`src/rtl/clk_div_pkg.sv`:
```
// Shared constants and helpers for the programmable clock divider.
// Holds the minimum legal divisor, default counter width and high-phase helper.
package clk_div_pkg;

    localparam int MIN_DIV       = 2;
    localparam int CNT_WIDTH_DEF = 8;

    // High-phase length for divisor n; odd divisors give the extra cycle
    // to the high phase.
    function automatic logic [31:0] half_high(input logic [31:0] n);
        return (n + 32'd1) >> 1;
    endfunction

endpackage

```
`src/rtl/clk_div_cfg_shadow.sv`:
```
// Divisor shadow register: accepts runtime loads and commits them at a wrap.
// Ports: clk, rst (sync, active-high), div_load/div_val (load request),
//        wrap (period boundary strobe), div_active (divisor in effect),
//        cfg_err (one-cycle pulse on a rejected load).
module clk_div_cfg_shadow
    import clk_div_pkg::*;
#(
    parameter int CNT_WIDTH   = CNT_WIDTH_DEF,
    parameter int DEFAULT_DIV = 2
) (
    input  logic                 clk,
    input  logic                 rst,
    input  logic                 div_load,
    input  logic [CNT_WIDTH-1:0] div_val,
    input  logic                 wrap,
    output logic [CNT_WIDTH-1:0] div_active,
    output logic                 cfg_err
);

    logic [CNT_WIDTH-1:0] pending_q, pending_d;
    logic                 pending_valid_q, pending_valid_d;
    logic [CNT_WIDTH-1:0] div_active_q, div_active_d;
    logic                 cfg_err_q, cfg_err_d;

    always_comb begin
        pending_d       = pending_q;
        pending_valid_d = pending_valid_q;
        div_active_d    = div_active_q;
        cfg_err_d       = 1'b0;

        // Commit the value pending before this edge; a load arriving on the
        // same edge is kept for the following wrap.
        if (wrap && pending_valid_q) begin
            div_active_d    = pending_q;
            pending_valid_d = 1'b0;
        end

        if (div_load) begin
            if (div_val >= CNT_WIDTH'(MIN_DIV)) begin
                pending_d       = div_val;
                pending_valid_d = 1'b1;
            end else begin
                cfg_err_d = 1'b1;
            end
        end
    end

    always_ff @(posedge clk) begin
        if (rst) begin
            pending_q       <= '0;
            pending_valid_q <= 1'b0;
            div_active_q    <= CNT_WIDTH'(DEFAULT_DIV);
            cfg_err_q       <= 1'b0;
        end else begin
            pending_q       <= pending_d;
            pending_valid_q <= pending_valid_d;
            div_active_q    <= div_active_d;
            cfg_err_q       <= cfg_err_d;
        end
    end

    assign div_active = div_active_q;
    assign cfg_err    = cfg_err_q;

endmodule

```
`src/rtl/programmable_clock_divider.sv`:
```
// Runtime-programmable integer clock divider with a clk-domain tick strobe.
// Ports: clk, rst (sync, active-high), en (count enable), div_val/div_load
//        (divisor request), out_clk (divided clock), out_tick (rise strobe),
//        div_active (divisor in effect), cfg_err (rejected load pulse).
// Optional: define PERIOD_COUNT_EN to add period_cnt[15:0], a count of ticks.
module programmable_clock_divider
    import clk_div_pkg::*;
#(
    parameter int CNT_WIDTH   = CNT_WIDTH_DEF,
    parameter int DEFAULT_DIV = 2
) (
    input  logic                 clk,
    input  logic                 rst,
    input  logic                 en,
    input  logic [CNT_WIDTH-1:0] div_val,
    input  logic                 div_load,
    output logic                 out_clk,
    output logic                 out_tick,
    output logic [CNT_WIDTH-1:0] div_active,
    output logic                 cfg_err
`ifdef PERIOD_COUNT_EN
    ,
    output logic [15:0]          period_cnt
`endif
);

    logic [CNT_WIDTH-1:0] cnt_q, cnt_d;
    logic                 out_clk_q, out_clk_d;
    logic                 out_tick_q, out_tick_d;
    logic [CNT_WIDTH:0]   half;
    logic [CNT_WIDTH:0]   cnt_inc;
    logic                 wrap;

    clk_div_cfg_shadow #(
        .CNT_WIDTH   (CNT_WIDTH),
        .DEFAULT_DIV (DEFAULT_DIV)
    ) u_cfg (
        .clk        (clk),
        .rst        (rst),
        .div_load   (div_load),
        .div_val    (div_val),
        .wrap       (wrap),
        .div_active (div_active),
        .cfg_err    (cfg_err)
    );

    always_comb begin
        half    = (CNT_WIDTH+1)'(half_high(32'(div_active)));
        // One extra bit so cnt+1 can be compared against half without wrap.
        cnt_inc = {1'b0, cnt_q} + (CNT_WIDTH+1)'(1);
        wrap    = en && (cnt_q == div_active - CNT_WIDTH'(1));

        cnt_d      = cnt_q;
        out_clk_d  = out_clk_q;
        out_tick_d = 1'b0;

        if (wrap) begin
            cnt_d      = '0;
            out_clk_d  = 1'b1;
            out_tick_d = 1'b1;
        end else if (en) begin
            cnt_d     = cnt_inc[CNT_WIDTH-1:0];
            out_clk_d = cnt_inc < half;
        end
    end

    always_ff @(posedge clk) begin
        if (rst) begin
            cnt_q      <= CNT_WIDTH'(DEFAULT_DIV - 1);
            out_clk_q  <= 1'b0;
            out_tick_q <= 1'b0;
        end else begin
            cnt_q      <= cnt_d;
            out_clk_q  <= out_clk_d;
            out_tick_q <= out_tick_d;
        end
    end

    assign out_clk  = out_clk_q;
    assign out_tick = out_tick_q;

`ifdef PERIOD_COUNT_EN
    logic [15:0] period_cnt_q, period_cnt_d;

    // Advances on the same edge that raises out_tick; wraps naturally.
    always_comb begin
        period_cnt_d = period_cnt_q;
        if (wrap) begin
            period_cnt_d = period_cnt_q + 16'd1;
        end
    end

    always_ff @(posedge clk) begin
        if (rst) begin
            period_cnt_q <= '0;
        end else begin
            period_cnt_q <= period_cnt_d;
        end
    end

    assign period_cnt = period_cnt_q;
`endif

endmodule

```
`config.mk`:
```
export PLATFORM = sky130hd
export DESIGN_NAME = programmable_clock_divider
export DESIGN_NICKNAME = d
export VERILOG_FILES = /design/src/rtl/clk_div_pkg.sv /design/src/rtl/clk_div_cfg_shadow.sv /design/src/rtl/programmable_clock_divider.sv
export SDC_FILE = /design/constraint.sdc
export NUM_CORES = 1
export LEC_CHECK = 0
export CORE_AREA = 5 5 65 67
export CTS_CLUSTER_DIAMETER = 150
export DETAILED_ROUTE_END_ITERATION = 7
export DIE_AREA = 0 0 70 72
export PLACE_DENSITY = 0.73
export SLEW_MARGIN = 15
export SYNTH_ARGS = -nofsm -noshare
export SYNTH_HDL_FRONTEND = slang
export SYNTH_SLANG_ARGS = --single-unit
```
`constraint.sdc`:
```
create_clock -name clk -period 2.5 [get_ports clk]
set_input_delay 0.75 -clock clk [delete_from_list [all_inputs] [get_ports clk]]
set_output_delay 0.75 -clock clk [all_outputs]
set_load 0.02 [all_outputs]
```
==> flow_summary.ini, run 1 <==
[status]
status = finished clean

[clock_network]
clkTransAtPathRegs_ns = 0.15
insertion_delay_ns = 0.33
clock_sinks = 28
cts_tree = built
hold_buffers = 0
clockBufferDepth = 2
cts_made_buffers = 3
cts_root_buf = clkbuf_4
h-tree-depth = 1

[route]
drtIter0Drc = 53
ant_nets = 0
vias_per_cell = 5.32
routed_wl_mm = 3.99
drc = 0
routedWlPerCell_um = 14.6
num_vias = 1457
first_pass_iters = 4

[synthesis]
syn_area_um2 = 1700
synth_area_leaders = dfxtp_1 (33%), xor2_1 (9.3%), ha_1 (7.4%)
yosys_warnings = 0
synth_fp_nets = 210
syn-instance-count = 188
yosysMostFrequentCell = dfxtp_1
ys_ff_latch = 28
syn_avg_cell_area_um2 = 9.03
synth-edff-count = 0
synth_ff_type = dfxtp_1
yosysTopAreaCell = dfxtp_1
ys_seq_area_share_pct = 33.0
synthArstFlopShare_pct = 0
synth_cell_type_count = 44
synth_top_area_share_pct = 33.0
synthTopCellsByCount = dfxtp_1 (28), nor2_1 (23), nand2_1 (19), xor2_1 (18)

[sta]
slew_headroom_pct = 54.4
setup_viol = 0
timing.setup.tns_ns = 0
fin_skew_ns = 0.00590
worst-slew-pin-transition_ns = 0.684
fin_crit_ns = 2.44
hold-worst-slack_ns = 0.467
fin_crit_sh_pct = 97.4
hold_violations = 0
setup_ws_ns = 0.0640
report.final.slew_viol_count = 0
clock.fmax_mhz = 411

[grt]
grt.total_usage_pct = 15.1
grt_antenna_before_repair = 0
overflow = 0
grt_max_degree = 15
grt_pass1_vias = 1359
grt_pass1_wl_mm = 6.27

[floorplanning]
start_util_pct = 47.4
die_y_um = 72
fp-row-count = 22
die_w_um = 70
dieArea_um2 = 5040
core-area_um2 = 3580
io_pins = 23

[placed_design]
place_congestion = 0.786
pre_cts_ws_ns = -0.213
portBuffers = 22
dpl.hpwl_mm = 2.82

[critical_path]
crit_path_end_kind = register
critPathSlowestCell = or4_1
crit_chain = buf_4 > or4_4 > or4_1 > o311ai_4 > o2111ai_4 > mux2i_1 > nor2_1
startpoint_type = register
cp.arrival_ns = 2.65
critPathMaxStageDelay_ns = 0.58
worst_ep_required_time_ns = 2.72
worstSetupPathType = register to register
worst-path-max-fanout = 6

[finish]
nFillCells = 315
final_util_pct = 60.9
final_nets = 250
area_delta_synth_final_pct = 28.4
drive_above_1_share_pct = 19.9
diodes = 0

[job]
maxCapViolCount = 0

[pwr]
powerDensity_nw_per_um2 = 499
p_leak_uw = 0.000920
vdd_drop_max_mv = 0.397

[worst_hold_path]
hold_class = register to register
[kinds of logic after synthesis]
kind of cell | after synthesis | synth area share [%]
AOI/OAI and AO/OA | 26 | 13.4
xor gates and xnor gates | 27 | 13.9
adders and majority gates | 10 | 7.37
buffers and inverters | 14 | 4.57
DFF | 28 | 33.0
muxes | 10 | 5.90
and+or+nand+nor | 73 | 21.8
[stage by stage]
step	power (µW)	instance area, µm²	cells
2_1_floorplan	731	1700	188
4_1_cts	1050	2100	271
3_5_place_dp	852	2070	268
3_3_place_gp	844	2070	268
5_1_grt	1160	2180	274
6_report	1090	2180	274
[layout by cell type, fill, tap and decap left out, types with 3 or more instances in the layout]
cell type and instances:
a21oi_1 7, and3_1 5, buf_4 24, clkbuf_4 3, clkdlybuf4s50_1 22, dfxtp_1 25, ha_1 10, mux2i_1 10
nand2_1 19, nand3_1 7, nor2_1 23, or4_1 3, xnor2_1 9, xor2_1 18
[registers in the layout (all words and copies together), names as in the netlist]
signal and count:
u_cfg.pending_valid_q 1, cnt_q 8, u_cfg.cfg_err 1, u_cfg.pending_q 8
out_tick 1, out_clk 1, u_cfg.div_active 8
[critical path: cells and delay by family, from the launching register on]
| family | cells | cell delay (ns) |
|---|---|---|
| DFF | 1 | 0.39 |
| and+or+nand+nor | 3 | 1.19 |
| AOI/OAI and AO/OA | 2 | 0.39 |
| buffers and inverters | 1 | 0.13 |
| muxes | 1 | 0.23 |
[layout make-up]
cell class	instances	area, µm²	area share [%]
multi-input combinational	147	1120	51.4
inverter	2	7.51	0.344
timing repair buffer	46	400	18.4
sequential	28	569	26.1
clock buffer	3	22.5	1.03
tap	48	60.1	2.75
[what timing repair did]
action	in CTS	in global routing
endpoints found under the setup margin	1	16
setup buffers	0	2
resized for setup	4	9
gates cloned	0	1
pin swaps	0	4
[metal layers]
| metal | vias up | part of all wire [%] | track usage [%] |
|---|---|---|---|
| li1 | 738 | - | - |
| met1 | 694 | 47 | 20.3 |
| met3 | 2 | 3.2 | 2.91 |
| met4 | 0 | 0.90 | 3.83 |
| met2 | 23 | 48 | 24.9 |
| met5 | - | 0 | 0 |
[report_power, final]
part           switching, µW  internal (µW)  total, µW
sequential              25.6            475        501
clock                    131           56.6        187
combinational            209            192        401
total                    365            724       1090
[final timing paths]
path	from	endpoint	slack, ns	depth (start not counted)
hold / removal	u_cfg.pending_q[4]	u_cfg.pending_q[4]	0.47	2
hold reg to reg	u_cfg.pending_q[4]	u_cfg.pending_q[4]	0.47	2
setup / recovery	u_cfg.div_active[1]	u_cfg.div_active[0]	0.06	7
setup reg to reg	u_cfg.div_active[1]	u_cfg.div_active[0]	0.06	7
(Power assumes the default switching activity.)
==> inputs of run 2 (changes only) <==
--- a/config.mk
+++ b/config.mk
@@ -5,11 +5,11 @@
 export SDC_FILE = /design/constraint.sdc
 export NUM_CORES = 1
 export LEC_CHECK = 0
-export CORE_AREA = 5 5 65 67
+export CORE_AREA = 2 2 62 64
 export CTS_CLUSTER_DIAMETER = 150
 export DETAILED_ROUTE_END_ITERATION = 7
-export DIE_AREA = 0 0 70 72
-export PLACE_DENSITY = 0.73
+export DIE_AREA = 0 0 64 66
+export PLACE_DENSITY = 0.77
 export SLEW_MARGIN = 15
 export SYNTH_ARGS = -nofsm -noshare
 export SYNTH_HDL_FRONTEND = slang
==> flow_summary.ini, run 2 (same netlist as run 1, synthesis figures left out) <==
[worst_hold_path]
whs_endpoint = u_cfg.pending_q[1]
hp-start = u_cfg.pending_q[1]
min_path_cells = 2
hold_class = register to register

[critical_path]
worstSetupPathType = register to register
worst-path-max-fanout = 5
reg2reg_to = u_cfg.div_active[0]
ff2ff_setup_slack_ns = 0.06
worst_ep_required_time_ns = 2.74
crit_path_end_kind = register
reg2reg_from = u_cfg.div_active[0]
startpoint_type = register
rr_worst_depth = 7
cp.arrival_ns = 2.68

[floorplanning]
die_y_um = 66
die_w_um = 64
core-area_um2 = 3550
start_util_pct = 47.8
io_pins = 23
dieArea_um2 = 4220
fp-row-count = 22

[clock_network]
clkTransAtPathRegs_ns = 0.15
insertion_delay_ns = 0.33
cts_root_buf = clkbuf_4
clock_sinks = 28
h-tree-depth = 1
clockBufferDepth = 2
cts_made_buffers = 3
cts_tree = built
hold_buffers = 0

[finish]
diodes = 0
mostFrequentLayoutCells = dfxtp_1 (25), nor2_1 (23), clkdlybuf4s50_1 (22)
final_common_cell = dfxtp_1
final_nets = 246
final_util_pct = 60.6
area_delta_synth_final_pct = 26.8
drive_above_1_share_pct = 18.8
nFillCells = 301

[grt]
grt_max_degree = 17
grt_pass1_vias = 1338
grt.met1_usage_pct = 24.2
grtUsageMet2_pct = 30.3
grt.total_usage_pct = 18.5
gr-usage-met3_pct = 1.53
top_usage_layer = met2
grt_antenna_before_repair = 0
grt_pass1_wl_mm = 6.04
overflow = 0

[sta]
setup_viol = 0
slew_headroom_pct = 57.2
worst-slew-pin-transition_ns = 0.637
fin_crit_sh_pct = 97.6
hold-worst-slack_ns = 0.472
clock.fmax_mhz = 410
rsz0062_at_grt = yes
report.final.slew_viol_count = 0
setup_ws_ns = 0.0590
timing.setup.tns_ns = 0
fin_crit_ns = 2.44
hold_violations = 0
fin_skew_ns = 0.00641

[pwr]
seq_power_share_pct = 42.9
sw_frac_of_total_pct = 29.9
intPower_uw = 816
combPwrFrac_pct = 31.4
clkPwrFrac_pct = 25.7
powerDensity_nw_per_um2 = 540
p_leak_uw = 0.000911
p_total_uw = 1160
vdd_drop_max_mv = 0.209
power.switching_uw = 347

[route]
routedWlPerCell_um = 13.4
drc = 0
first_pass_iters = 4
ant_nets = 0
num_vias = 1427
drtIter0Drc = 57
routed_wl_mm = 3.64
vias_per_cell = 5.27

[placed_design]
pre_cts_ws_ns = -0.268
portBuffers = 22
dpl.hpwl_mm = 2.71
place_congestion = 0.824

[job]
maxCapViolCount = 0

[status]
status = finished clean
-- run 2: how the worst max path moves through the flow --
stage,startpoint,endpoint,cells after the start
finish,u_cfg.div_active[0],u_cfg.div_active[0],7
floorplan,u_cfg.div_active[0],out_clk,10
global route,u_cfg.div_active[0],out_clk,10
global placement,div_val[4],u_cfg.pending_q[1],7
CTS,u_cfg.div_active[0],out_clk,10
detailed placement,div_val[4],u_cfg.pending_q[7],7
-- run 2: power groups by stage --
stage / Sequential (µW) / Combinational (µW) / Clock (µW)
final: 499 / 365 / 299
after CTS: 497 / 340 / 306
after detailed placement: 506 / 334 / 0
after global placement: 506 / 331 / 0
after floorplan: 518 / 213 / 0
after global routing: 503 / 404 / 323
-- run 2: cell type report --
cell class              count  area (µm²)  area share, %
inverters                   2        7.51          0.349
clock buffers               3        22.5           1.05
multi-input cells         147        1100           51.0
well taps                  48        60.1           2.79
repair buffers             42         370           17.2
flip-flops and latches     28         564           26.2
clock inverters             1        30.0           1.39
-- run 2: metal layers --
metal | wire (µm) | share of wire, %
met1 | 1840 | 51
met2 | 1620 | 45
met3 | 80 | 2.2
met4 | 89 | 2.4
met5 | 0 | 0
-- run 2: repair_timing --
item,in CTS,in global routing
pin swaps,0,3
endpoints found under the setup margin,1,15
cloned,0,1
resized for setup,1,8
buffers inserted,0,0
-- run 2: worst max-delay path, stage by stage, from the launching register on --
cell and delay [ns]:
dfxtp_2 0.37, buf_4 0.15, or4_4 0.57, or4_1 0.57, o311ai_4 0.13, o2111ai_2 0.27, mux2i_1 0.24, nor2_1 0.05
-- run 2: metrics by stage --
step                cells  instance area (µm²)
floorplan             188                 1700
global placement      266                 2060
detailed placement    266                 2060
CTS                   270                 2110
global route          271                 2150
finish                271                 2150
